--- src/rtl/lbus_cmd_master.sv ---
// Byte-stream command master: parses 'W'/'R' frames, arbitrates for the local bus, returns read data on tx.
// Define LBM_ACK_EN to make every completed write answer with a single 0x06 byte.
module lbus_cmd_master #(
  parameter int XLEN     = 32,
  parameter int READ_LAT = 1,
  parameter int TIMEOUT  = 100000
) (
  input  logic            clk,
  input  logic            rst_n,
  input  logic [7:0]      rx_data,
  input  logic            rx_valid,
  output logic            rx_ready,
  output logic [7:0]      tx_data,
  output logic            tx_valid,
  input  logic            tx_ready,
  output logic            bus_req,
  input  logic            bus_gnt,
  output logic [XLEN-1:0] addr,
  output logic [XLEN-1:0] qin,
  output logic [2:0]      we,
  input  logic [XLEN-1:0] qout,
  output logic            busy
);
  localparam int TW = $clog2(TIMEOUT + 1);

  typedef enum logic [2:0] {IDLE, ADDR, DATA, REQ, XFER, RWAIT, RESP} state_t;

  state_t            state, nxt;
  logic              up, is_wr;
  logic [1:0]        bcnt, wcnt;
  logic [XLEN-1:0]   addr_r, data_r, resp_r;
  logic [TW-1:0]     tcnt;
  logic              rx_fire, tx_fire, timed_out, wait_done, last_tx, in_frame;

  assign in_frame  = (state == ADDR) || (state == DATA);
  assign rx_fire   = rx_valid & rx_ready;
  assign tx_fire   = tx_valid & tx_ready;
  assign timed_out = (tcnt == TW'(TIMEOUT));
  assign wait_done = (wcnt == 2'(READ_LAT - 1));
  assign last_tx   = is_wr | (bcnt == 2'd3);

  always_ff @(posedge clk or negedge rst_n) begin
    if (!rst_n) state <= IDLE;
    else        state <= nxt;
  end

  always_comb begin
    nxt = state;
    case (state)
      IDLE:  if (rx_fire && (rx_data == 8'h57 || rx_data == 8'h52)) nxt = ADDR;
      ADDR:  if (rx_fire) begin
               if (bcnt == 2'd3) nxt = is_wr ? DATA : REQ;
             end else if (timed_out) nxt = IDLE;
      DATA:  if (rx_fire) begin
               if (bcnt == 2'd3) nxt = REQ;
             end else if (timed_out) nxt = IDLE;
      REQ:   if (bus_gnt) nxt = XFER;
`ifdef LBM_ACK_EN
      XFER:  nxt = is_wr ? RESP : RWAIT;
`else
      XFER:  nxt = is_wr ? IDLE : RWAIT;
`endif
      RWAIT: if (wait_done) nxt = RESP;
      RESP:  if (tx_fire && last_tx) nxt = IDLE;
      default: nxt = IDLE;
    endcase
  end

  always_ff @(posedge clk or negedge rst_n) begin
    if (!rst_n) begin
      up     <= 1'b0;
      is_wr  <= 1'b0;
      bcnt   <= '0;
      wcnt   <= '0;
      addr_r <= '0;
      data_r <= '0;
      resp_r <= '0;
      tcnt   <= '0;
    end else begin
      up <= 1'b1;
      // Idle gap counter only runs while a frame is partially collected.
      if (rx_fire || !in_frame) tcnt <= '0;
      else if (!timed_out)      tcnt <= tcnt + 1'b1;
      case (state)
        IDLE: begin
          bcnt <= '0;
          if (rx_fire && (rx_data == 8'h57 || rx_data == 8'h52)) is_wr <= (rx_data == 8'h57);
        end
        ADDR: if (rx_fire) begin
          bcnt   <= bcnt + 1'b1;
          addr_r <= {rx_data, addr_r[XLEN-1:8]};
        end
        DATA: if (rx_fire) begin
          bcnt   <= bcnt + 1'b1;
          data_r <= {rx_data, data_r[XLEN-1:8]};
        end
        XFER: begin
          wcnt <= '0;
          bcnt <= '0;
          if (is_wr) resp_r <= XLEN'(8'h06);
        end
        RWAIT: begin
          wcnt <= wcnt + 1'b1;
          if (wait_done) resp_r <= qout;
        end
        RESP: if (tx_fire) bcnt <= bcnt + 1'b1;
        default: ;
      endcase
    end
  end

  // Bus outputs are zero outside the transfer window so they can be OR-merged with the CPU bus.
  always_comb begin
    tx_data = 8'h00;
    if (state == RESP) begin
      case (bcnt)
        2'd0: tx_data = resp_r[7:0];
        2'd1: tx_data = resp_r[15:8];
        2'd2: tx_data = resp_r[23:16];
        default: tx_data = resp_r[31:24];
      endcase
    end
  end

  assign tx_valid = (state == RESP);
  assign rx_ready = up & ((state == IDLE) || in_frame);
  assign busy     = (state != IDLE);
  assign bus_req  = (state == REQ) || (state == XFER) || (state == RWAIT);
  assign addr     = ((state == XFER) || (state == RWAIT)) ? addr_r : '0;
  assign qin      = ((state == XFER) && is_wr) ? data_r : '0;
  assign we       = ((state == XFER) && is_wr) ? 3'b100 : 3'b000;
endmodule

--- config.mk ---
export PLATFORM = sky130hd
export DESIGN_NAME = lbus_cmd_master
export DESIGN_NICKNAME = d
export VERILOG_FILES = /design/src/rtl/lbus_cmd_master.sv
export SDC_FILE = /design/constraint.sdc
export NUM_CORES = 1
export LEC_CHECK = 0
export ABC_AREA = 0
export ABC_CLOCK_PERIOD_IN_PS = 2500
export CAP_MARGIN = 25
export CORE_ASPECT_RATIO = 1.25
export CORE_MARGIN = 5
export CORE_UTILIZATION = 52
export DETAILED_ROUTE_END_ITERATION = 7
export DONT_BUFFER_PORTS = 1
export GPL_ROUTABILITY_DRIVEN = 0
export PLACE_DENSITY = 0.75
export SETUP_SLACK_MARGIN = 0.15
export SYNTH_ARGS = -nofsm -noshare
export SYNTH_HDL_FRONTEND = slang
export SYNTH_SLANG_ARGS = --single-unit
--- constraint.sdc ---
create_clock -name clk -period 2.5 [get_ports clk]
set_input_delay 0.625 -clock clk [delete_from_list [all_inputs] [get_ports clk]]
set_output_delay 0.625 -clock clk [all_outputs]
set_load 0.01 [all_outputs]
* Yosys cells after proc, flatten, opt, wreduce, memory -nomap -nowiden
Cells that the tools add are included.
Word-level totals: flip-flop bits (word level) 122, logic and storage cells 89, output and inout bits 79, bits of input ports 45
Operators by class: bitwise operators 4, reduce and logical (&&, ||, !) cells 25, equal/unequal tests 22, mux-type cells 26, add/sub/neg operators 3
Operators by type and width (count):
- 32-bit 2-to-1 mux | 4
- 32-bit case mux with 2 select lines | 1
- 17-bit 2-to-1 mux | 2
- 3-bit 2-to-1 mux | 11
- 8-bit case mux with 3 select lines | 1
- 3-bit case mux with 7 select lines | 1
- 17-bit by 1-bit adder with 17-bit output (second input constant) | 1
- 17-bit equality test (second input constant) | 1
- 8-bit by 7-bit equality test with 1-bit output (second input constant) | 2
- 3-bit equality test (second input constant) | 3
- 8-bit 2-to-1 mux | 1
- 2-bit by 1-bit inequality test with 1-bit output (second input constant) | 4
- 2-bit inequality test (second input constant) | 4
- 1-bit logical OR | 7
- 3-bit by 2-bit equality test with 1-bit output (second input constant) | 2
- 3-bit by 2-bit inequality test with 1-bit output (second input constant) | 2
- 2-bit case mux with 3 select lines | 1
- 2-bit AND reduction | 3
- 3-bit AND reduction | 2
- 6-bit AND reduction | 1
- 3-bit nonzero test | 2
- 2-bit by 1-bit adder with 2-bit output (second input constant) | 2
- 2-bit equality test (second input constant) | 2
- 2-bit zero test | 2
- other kinds (12) | 18

* Depth between registers and ports, before layout
Gate-level depths: netlist (run 1).
word-level depth 8, gate-level depth with buffers 7, mapped depth without buffers 6

* Worst setup path after synthesis (run 1)
OpenSTA, ideal clock, no wires.
path kind register to output, start point reg bcnt[0], end point out tx_data[6], data required time 1875 ps, path buffers 2, arrival time 1395 ps, setup slack 480 ps, cell stages (with the launch flop) 6, path through dfrtp_1 ha_1 clkbuf_1 clkbuf_1 a21oi_1 nor2_1
On the way: word-level cells in the longest chain between the ends 3, elaborated cells between the ends (all ways) 5, those cells by class 2 x eq/ne; 2 x mux; 1 x reduce/logical
Ends and longest elaborated chain:
- start, declared | line 30 | logic [1:0] bcnt, wcnt;
- start signal, assigned | line 90 | bcnt <= bcnt + 1'b1;
- start signal, assigned | line 94 | bcnt <= bcnt + 1'b1;
- start signal, assigned | line 106 | RESP: if (tx_fire) bcnt <= bcnt + 1'b1;
- 2-bit equality test, or another cell as far along | line 116 | case (bcnt)
- 8-bit case mux with 3 select lines (*) | line 116
- 8-bit 2-to-1 mux (*) | line 115 | if (state == RESP) begin
- end, declared | line 13 | output logic [7:0] tx_data,
Every way passes the cells marked *; elsewhere a longest branch is shown, timed or not.

* Worst setup path in the final report (run 1)
start point reg bcnt[0], end point out tx_data[4]
Same word-level chain as after synthesis.

==> impl_metrics.toml, run 1 <==
[synthesis]
synth-seq-area-share_pct = 51.7
synth.area.top_cells = "dfrtp_1 (52%), mux2_2 (12%), and2_1 (7.1%)"
synth.area.mux_share_pct = 12.8
async_reset_ff_share_pct = 100
synth_top_family_by_area = "simple AND/OR/NAND/NOR gates"
syn_area_mm2 = 0.00590
synth_cell_types = 64
syn_area_per_cell_um2 = 11.3
ys_ff_latch = 122
synth_edf_count = 0
yosys.area_share.simple_pct = 18.0
yosysTopAreaCellShare_pct = 51.7
synth-compound-area-share_pct = 10.7
synth_xor_area_share_pct = 1.63
yosysWarningCount = 0
synthCells = 520
ys.flop_type = "dfrtp_1"
synthAdderAreaFrac_pct = 1.48
yosysTopAreaCell = "dfrtp_1"

[sta]
fin_skew_ns = 0.0137
tightest_slew_ns = 0.633
hold_slack_ns = -0.0939
finalWorstSetupSlack_ns = 0.117
finalSetupViolations = 0
rsz0062_at_grt = "yes"
fmax_mhz = 420
min_period_ns = 2.38
finalCritPeriodShare_pct = 95.3
setup_tns_ns = 0
max_slew_margin_pct = 57.6
finalMaxSlewViolations = 0
hold_violations = 122

[floorplanning]
io_pins = 124
chipHeight_um = 129
core_mm2 = 0.0111
die_x_um = 105
start_util_pct = 53.2
dieArea_mm2 = 0.0136
rows = 43

[pwr]
power_density_mw_per_mm2 = 1040
power_frac_clock_pct = 32.1
p_seq_share_pct = 41.7
p_int_mw = 4.76
p_sw_share_pct = 31.6
ir_worst_vdd_mv = 0.479
p_comb_share_pct = 26.2
leakage_nw = 3.07
switching_power_mw = 2.20

[grt]
antenna_found_initial = 0
grt_pass1_vias = 4135
grt_first_pass_wirelength_um = 21500
grt_max_degree = 123
grt_usage_pct = 19.8
grt_overflow = 0

[worst_setup_path]
critPathRequiredTime_ns = 1.88
critPathLaunchType = "flip-flop"
path_class = "flip-flop to primary output"
cp.arrival_ns = 1.76
worstSetupEndpointType = "primary output"
crit_fanout = 8

[clocking]
cts_tree = "done"
cts_buffers = 17
clock_path_buffers = 2
insertion_delay_ns = 0.41
cts.sinks = 122
clk_pin_slew_ns = 0.05
cts_root_buf = "clkbuf_16"
htreeDepth = 4

[drt]
wl_met1_um = 5080
vias = 3995
wire_per_inst_um = 19.7
drc_errors = 0
drtIter0Drc = 359
dr_wl_met3_um = 874
viasPerCell = 5.95
highest_layer = "met4"
drt_wl_total_um = 13300
wl_met2_um = 6920
dr.pass1.iters = 8
ant_nets = 0

[place]
place_area_mm2 = 0.00599
portBuffers = 0
dp_hpwl_um = 9010
pre_cts_ws_ns = 0.390

[layout]
final_nets = 575
syn2layout_area_growth_pct = 13.0
drive_gt1_share_pct = 25.0
diodes = 0
nFillCells = 893
design_area_mm2 = 0.00667

[status]
outcome = "finished, violations left"
violations = "hold timing"

[min_path]
hold_class = "input port to async pin"

[flow_run]
max_cap_violations = 0
## kinds of logic after synthesis
| logic type | after synthesis |
|---|---|
| compound gates | 85 |
| flops | 122 |
| other cells | 2 |
| xor+xnor | 11 |
| simple gates | 180 |
| mux | 67 |
| buf+inv | 46 |
| fa+ha+maj | 7 |
## repair_timing
| action | CTS | global route |
|---|---|---|
| gates resized for setup | 12 | 6 |
| setup endpoints to repair | 41 | 42 |
| buffers inserted | 4 | 1 |
| pin swaps | 7 | 7 |
| gates cloned | 0 | 2 |
| hold endpoints to repair | 122 | 122 |
## metal layers
layer  global-route usage [%]  vias to the layer above
met5                        0                        -
met4                     8.80                        0
met3                     6.53                       29
met2                     32.7                      140
met1                     23.6                     1981
li1                         -                     1845
## state kept, by name, indices dropped and copies added (netlist names)
name    count
data_r     32
is_wr       1
wcnt        2
tcnt       17
bcnt        2
resp_r     32
state       3
addr_r     32
up          1
## power groups by stage
stage,sequential [mW],clock (mW),combinational (mW)
final,2.90,2.24,1.82
after global routing,2.96,2.38,2.03
after CTS,2.88,2.29,1.79
after detailed placement,2.90,0,1.70
after global placement,2.89,0,1.62
after floorplan,2.71,0,1.44
## cell usage after synthesis, drive strengths merged (5+ instances only)
master / n
a21oi: 18
a222oi: 8
a22o: 27
and2: 68
buf: 20
clkbuf: 13
dfrtp: 122
ha: 7
inv: 13
mux2: 66
nand2: 24
nand3: 8
nor2: 34
o21ai: 11
xnor2: 6
xor2: 5
## through the flow
| stage | utilization, % | instances | power [mW] |
|---|---|---|---|
| floorplan | - | 521 | 4.15 |
| global placement | 54.1 | 632 | 4.51 |
| detailed placement | 54.1 | 632 | 4.60 |
| CTS | 59.7 | 668 | 6.96 |
| global route | 60.2 | 671 | 7.37 |
| finish | 60.2 | 671 | 6.96 |
## critical path, cell delays in order (launching register included)
cell      delay [ns]
dfrtp_1         0.41
buf_4           0.16
ha_4            0.18
a222oi_1        0.29
nor2_1          0.07
a21oi_1         0.16
nor2_2          0.07
## worst paths after layout
check	from	to	slack [ns]	cells after the start
min in group clk	qout[13]	resp_r[13]	0.34	1
worst min-delay path	rst_n	data_r[12]	-0.09	0
max in group asynchronous	rst_n	state[1]	2.43	0
worst max register to register	state[1]	is_wr	0.50	5
worst max-delay path	bcnt[0]	tx_data[4]	0.12	6
worst min register to register	wcnt[0]	wcnt[0]	0.49	1
## cell type report
cell class | instances | area (µm²) | share of cell area, %
Multi-Input combinational cell | 355 | 2720 | 40.9
Clock buffer | 20 | 447 | 6.70
Inverter | 13 | 48.8 | 0.732
Tap cell | 135 | 169 | 2.53
Sequential cell | 122 | 3060 | 45.8
Timing Repair Buffer | 14 | 121 | 1.82
Clock inverter | 12 | 101 | 1.52
## layout by cell type, fill, tap and decap left out, drive strengths merged, types with 4 or more instances in the layout
cell type / count
dfrtp: 122
and2: 68
mux2: 66
nor2: 34
a22o: 27
nand2: 24
clkbuf: 20
a21oi: 18
buf: 14
inv: 13
o21ai: 11
clkinv: 9
a222oi: 8
nand3: 8
ha: 7
xnor2: 6
xor2: 5
and3: 4
nand4: 4
nor3b: 4
or2: 4
Note: power is estimated with default switching activity, not from simulation.
==> run 2: changes to the inputs <==
Settings changed: ABC_AREA 0 to 1, HOLD_SLACK_MARGIN from default to 0.06, PLACE_DENSITY 0.75 to 0.67.
==> run 2 against run 1 <==
The run still ends with hold timing left. Final area up 3.8%. Final cell count up 33%. Sequential share of layout area down 1.7 points. Synthesized area down 0.57%. Sequential cell count unchanged. Critical path depth up 1.
==> impl_metrics.toml, run 2 <==
[layout]
top_regs = "addr_r (32), data_r (32), resp_r (32)"
utilization_pct = 62.4
layout_common_cells = "nand2_1 (141), dfrtp_1 (119), nor2_1 (105), inv_1 (102)"
syn2layout_area_growth_pct = 18.0
nFillCells = 950
final_common_cell = "nand2_1"
design_area_mm2 = 0.00692
drive_gt1_share_pct = 15.6
final_nets = 796
diodes = 0

[sta]
finalMaxSlewViolations = 0
rsz0062_at_grt = "yes"
finalSetupViolations = 0
fmax_mhz = 443
setup_tns_ns = 0
tightest_slew_ns = 0.523
min_period_ns = 2.26
fin_skew_ns = 0.00939
finalWorstSetupSlack_ns = 0.241
hold_violations = 122
max_slew_margin_pct = 65.0
finalCritPeriodShare_pct = 90.4
hold_slack_ns = -0.0859

[clocking]
clk_pin_slew_ns = 0.05
cts_tree = "done"
cts.sinks = 122
clock_path_buffers = 2
cts_root_buf = "clkbuf_16"
htreeDepth = 4
cts_buffers = 17
insertion_delay_ns = 0.41

[drt]
dr.pass1.iters = 5
wl_met1_um = 5860
drtIter0Drc = 305
highest_layer = "met5"
drc_errors = 0
dr_wl_met3_um = 911
ant_nets = 0
wl_met2_um = 6270
vias = 4730
wire_per_inst_um = 15.0
viasPerCell = 5.30
drt_wl_total_um = 13400

[min_path]
hold_class = "input port to async pin"

[synthesis]
synth_cell_types = 37
ys_ff_latch = 122
async_reset_ff_share_pct = 100
synthAdderAreaFrac_pct = 1.49
yosysWarningCount = 0
synthCells = 712
syn_area_per_cell_um2 = 8.24
yosysTopAreaCell = "dfrtp_1"
synth.area.mux_share_pct = 0
ys.flop_type = "dfrtp_1"
syn_area_mm2 = 0.00587
yosysMostFrequentCell = "nand2_1"
synth.area.top_cells = "dfrtp_1 (52%), nand2_1 (9.1%), nor2_1 (6.9%)"
synth-seq-area-share_pct = 52.0
synth_edf_count = 0
yosys.area_share.simple_pct = 20.9
synth_xor_area_share_pct = 0.299
synth-compound-area-share_pct = 14.6
synth_top_family_by_area = "simple AND/OR/NAND/NOR gates"
yosysTopAreaCellShare_pct = 52.0
synthTopCellsByCount = "nand2_1 (142), dfrtp_1 (122), nor2_1 (108)"

[worst_setup_path]
path_class = "flip-flop to primary output"
crit_chain = "inv_2, nand2_2, nor3_2, inv_1, buf_12, nor2_1, buf_4"
r2r_slack_ns = 0.53
r2r_start = "state[1]"
crit_fanout = 32
worstSetupEndpointType = "primary output"
critPathRequiredTime_ns = 1.88
max_stage_delay_ns = 0.46
slowest_stage = "dfrtp_2"
cp.arrival_ns = 1.63
r2r_end = "addr_r[16]"
critPathLaunchType = "flip-flop"
rr_worst_depth = 8

[grt]
grt_overflow = 0
grt_max_degree = 123
grt_first_pass_wirelength_um = 22200
grt_usage_pct = 20.2
grt_pass1_vias = 4574
antenna_found_initial = 1

[pwr]
power_density_mw_per_mm2 = 1120
ir_worst_vdd_mv = 0.646
leakage_nw = 3.27
p_total_mw = 7.72

[place]
place_area_mm2 = 0.00615
dp_hpwl_um = 9230
portBuffers = 0
pre_cts_ws_ns = 0.341

[flow_run]
max_cap_violations = 0

[floorplanning]
chipHeight_um = 129
dieArea_mm2 = 0.0135
die_x_um = 105
io_pins = 124
rows = 43
start_util_pct = 52.9
core_mm2 = 0.0111

[status]
outcome = "finished, violations left"
violations = "hold timing"
[run 2: cell types whose count changed after synthesis, sizes merged, moves of 14 or more]
cell   previous run  this run
nand2            24       145
inv              13       108
nor2             34       114
o21ai            11        83
and2             68         0
mux2             66         0
nand3             8        22
[run 2: per-stage QoR]
| step | cells | hold WS, ns |
|---|---|---|
| floorplan | 713 | 0.329 |
| global placement | 856 | 0.333 |
| detailed placement | 856 | 0.334 |
| CTS | 890 | -0.0993 |
| global route | 892 | -0.107 |
| finish | 892 | -0.0859 |
[run 2: power breakdown]
group          internal [mW]  switching, mW  total (mW)
Clock                   1.77          0.892        2.67
Sequential              2.68          0.426        3.10
Combinational          0.727           1.23        1.95
[run 2: what timing repair did]
item                                    CTS  global route
gates resized for setup                  10            22
gates cloned                              1             0
endpoints found under the hold margin   122           122
pin swaps                                 1             1
endpoints found under the setup margin   40            40
setup buffers                             1             2
[run 2: logic make-up after synthesis]
group,after synthesis
other cells,2
simple gates,295
buf+inv,141
fa+ha+maj,7
flops,122
xor+xnor,2
compound gates,143
[run 2: final cells by class]
| type | count | area [µm²] | area share (%) |
|---|---|---|---|
| inverters | 109 | 414 | 5.98 |
| clock inverters | 14 | 220 | 3.18 |
| well taps | 135 | 169 | 2.44 |
| multi-input cells | 451 | 2280 | 33.0 |
| repair buffers | 43 | 348 | 5.03 |
| clock buffers | 18 | 429 | 6.20 |
| flip-flops and latches | 122 | 3060 | 44.2 |
[run 2: routing by layer]
| metal | track usage, % | vias up |
|---|---|---|
| met1 | 26.0 | 2226 |
| met3 | 7.07 | 27 |
| li1 | - | 2313 |
| met5 | 0 | - |
| met4 | 7.30 | 2 |
| met2 | 31.9 | 162 |
[run 2: critical path: cells and delay by family, from the launching register on]
family / cells / cell delay (ns)
AND/OR/NAND/NOR: 3 / 0.29
flip-flops: 1 / 0.46
buffers and inverters: 4 / 0.46
[run 2: worst max path at each step]
stage               startpoint         end  depth (start not counted)
finish                state[1]     qin[29]                          7
detailed placement    state[1]  tx_data[2]                          4
CTS                   state[0]  tx_data[2]                          5
floorplan             state[1]     qin[10]                          7
global route          state[0]  tx_data[2]                          5
global placement      state[1]  tx_data[3]                          4
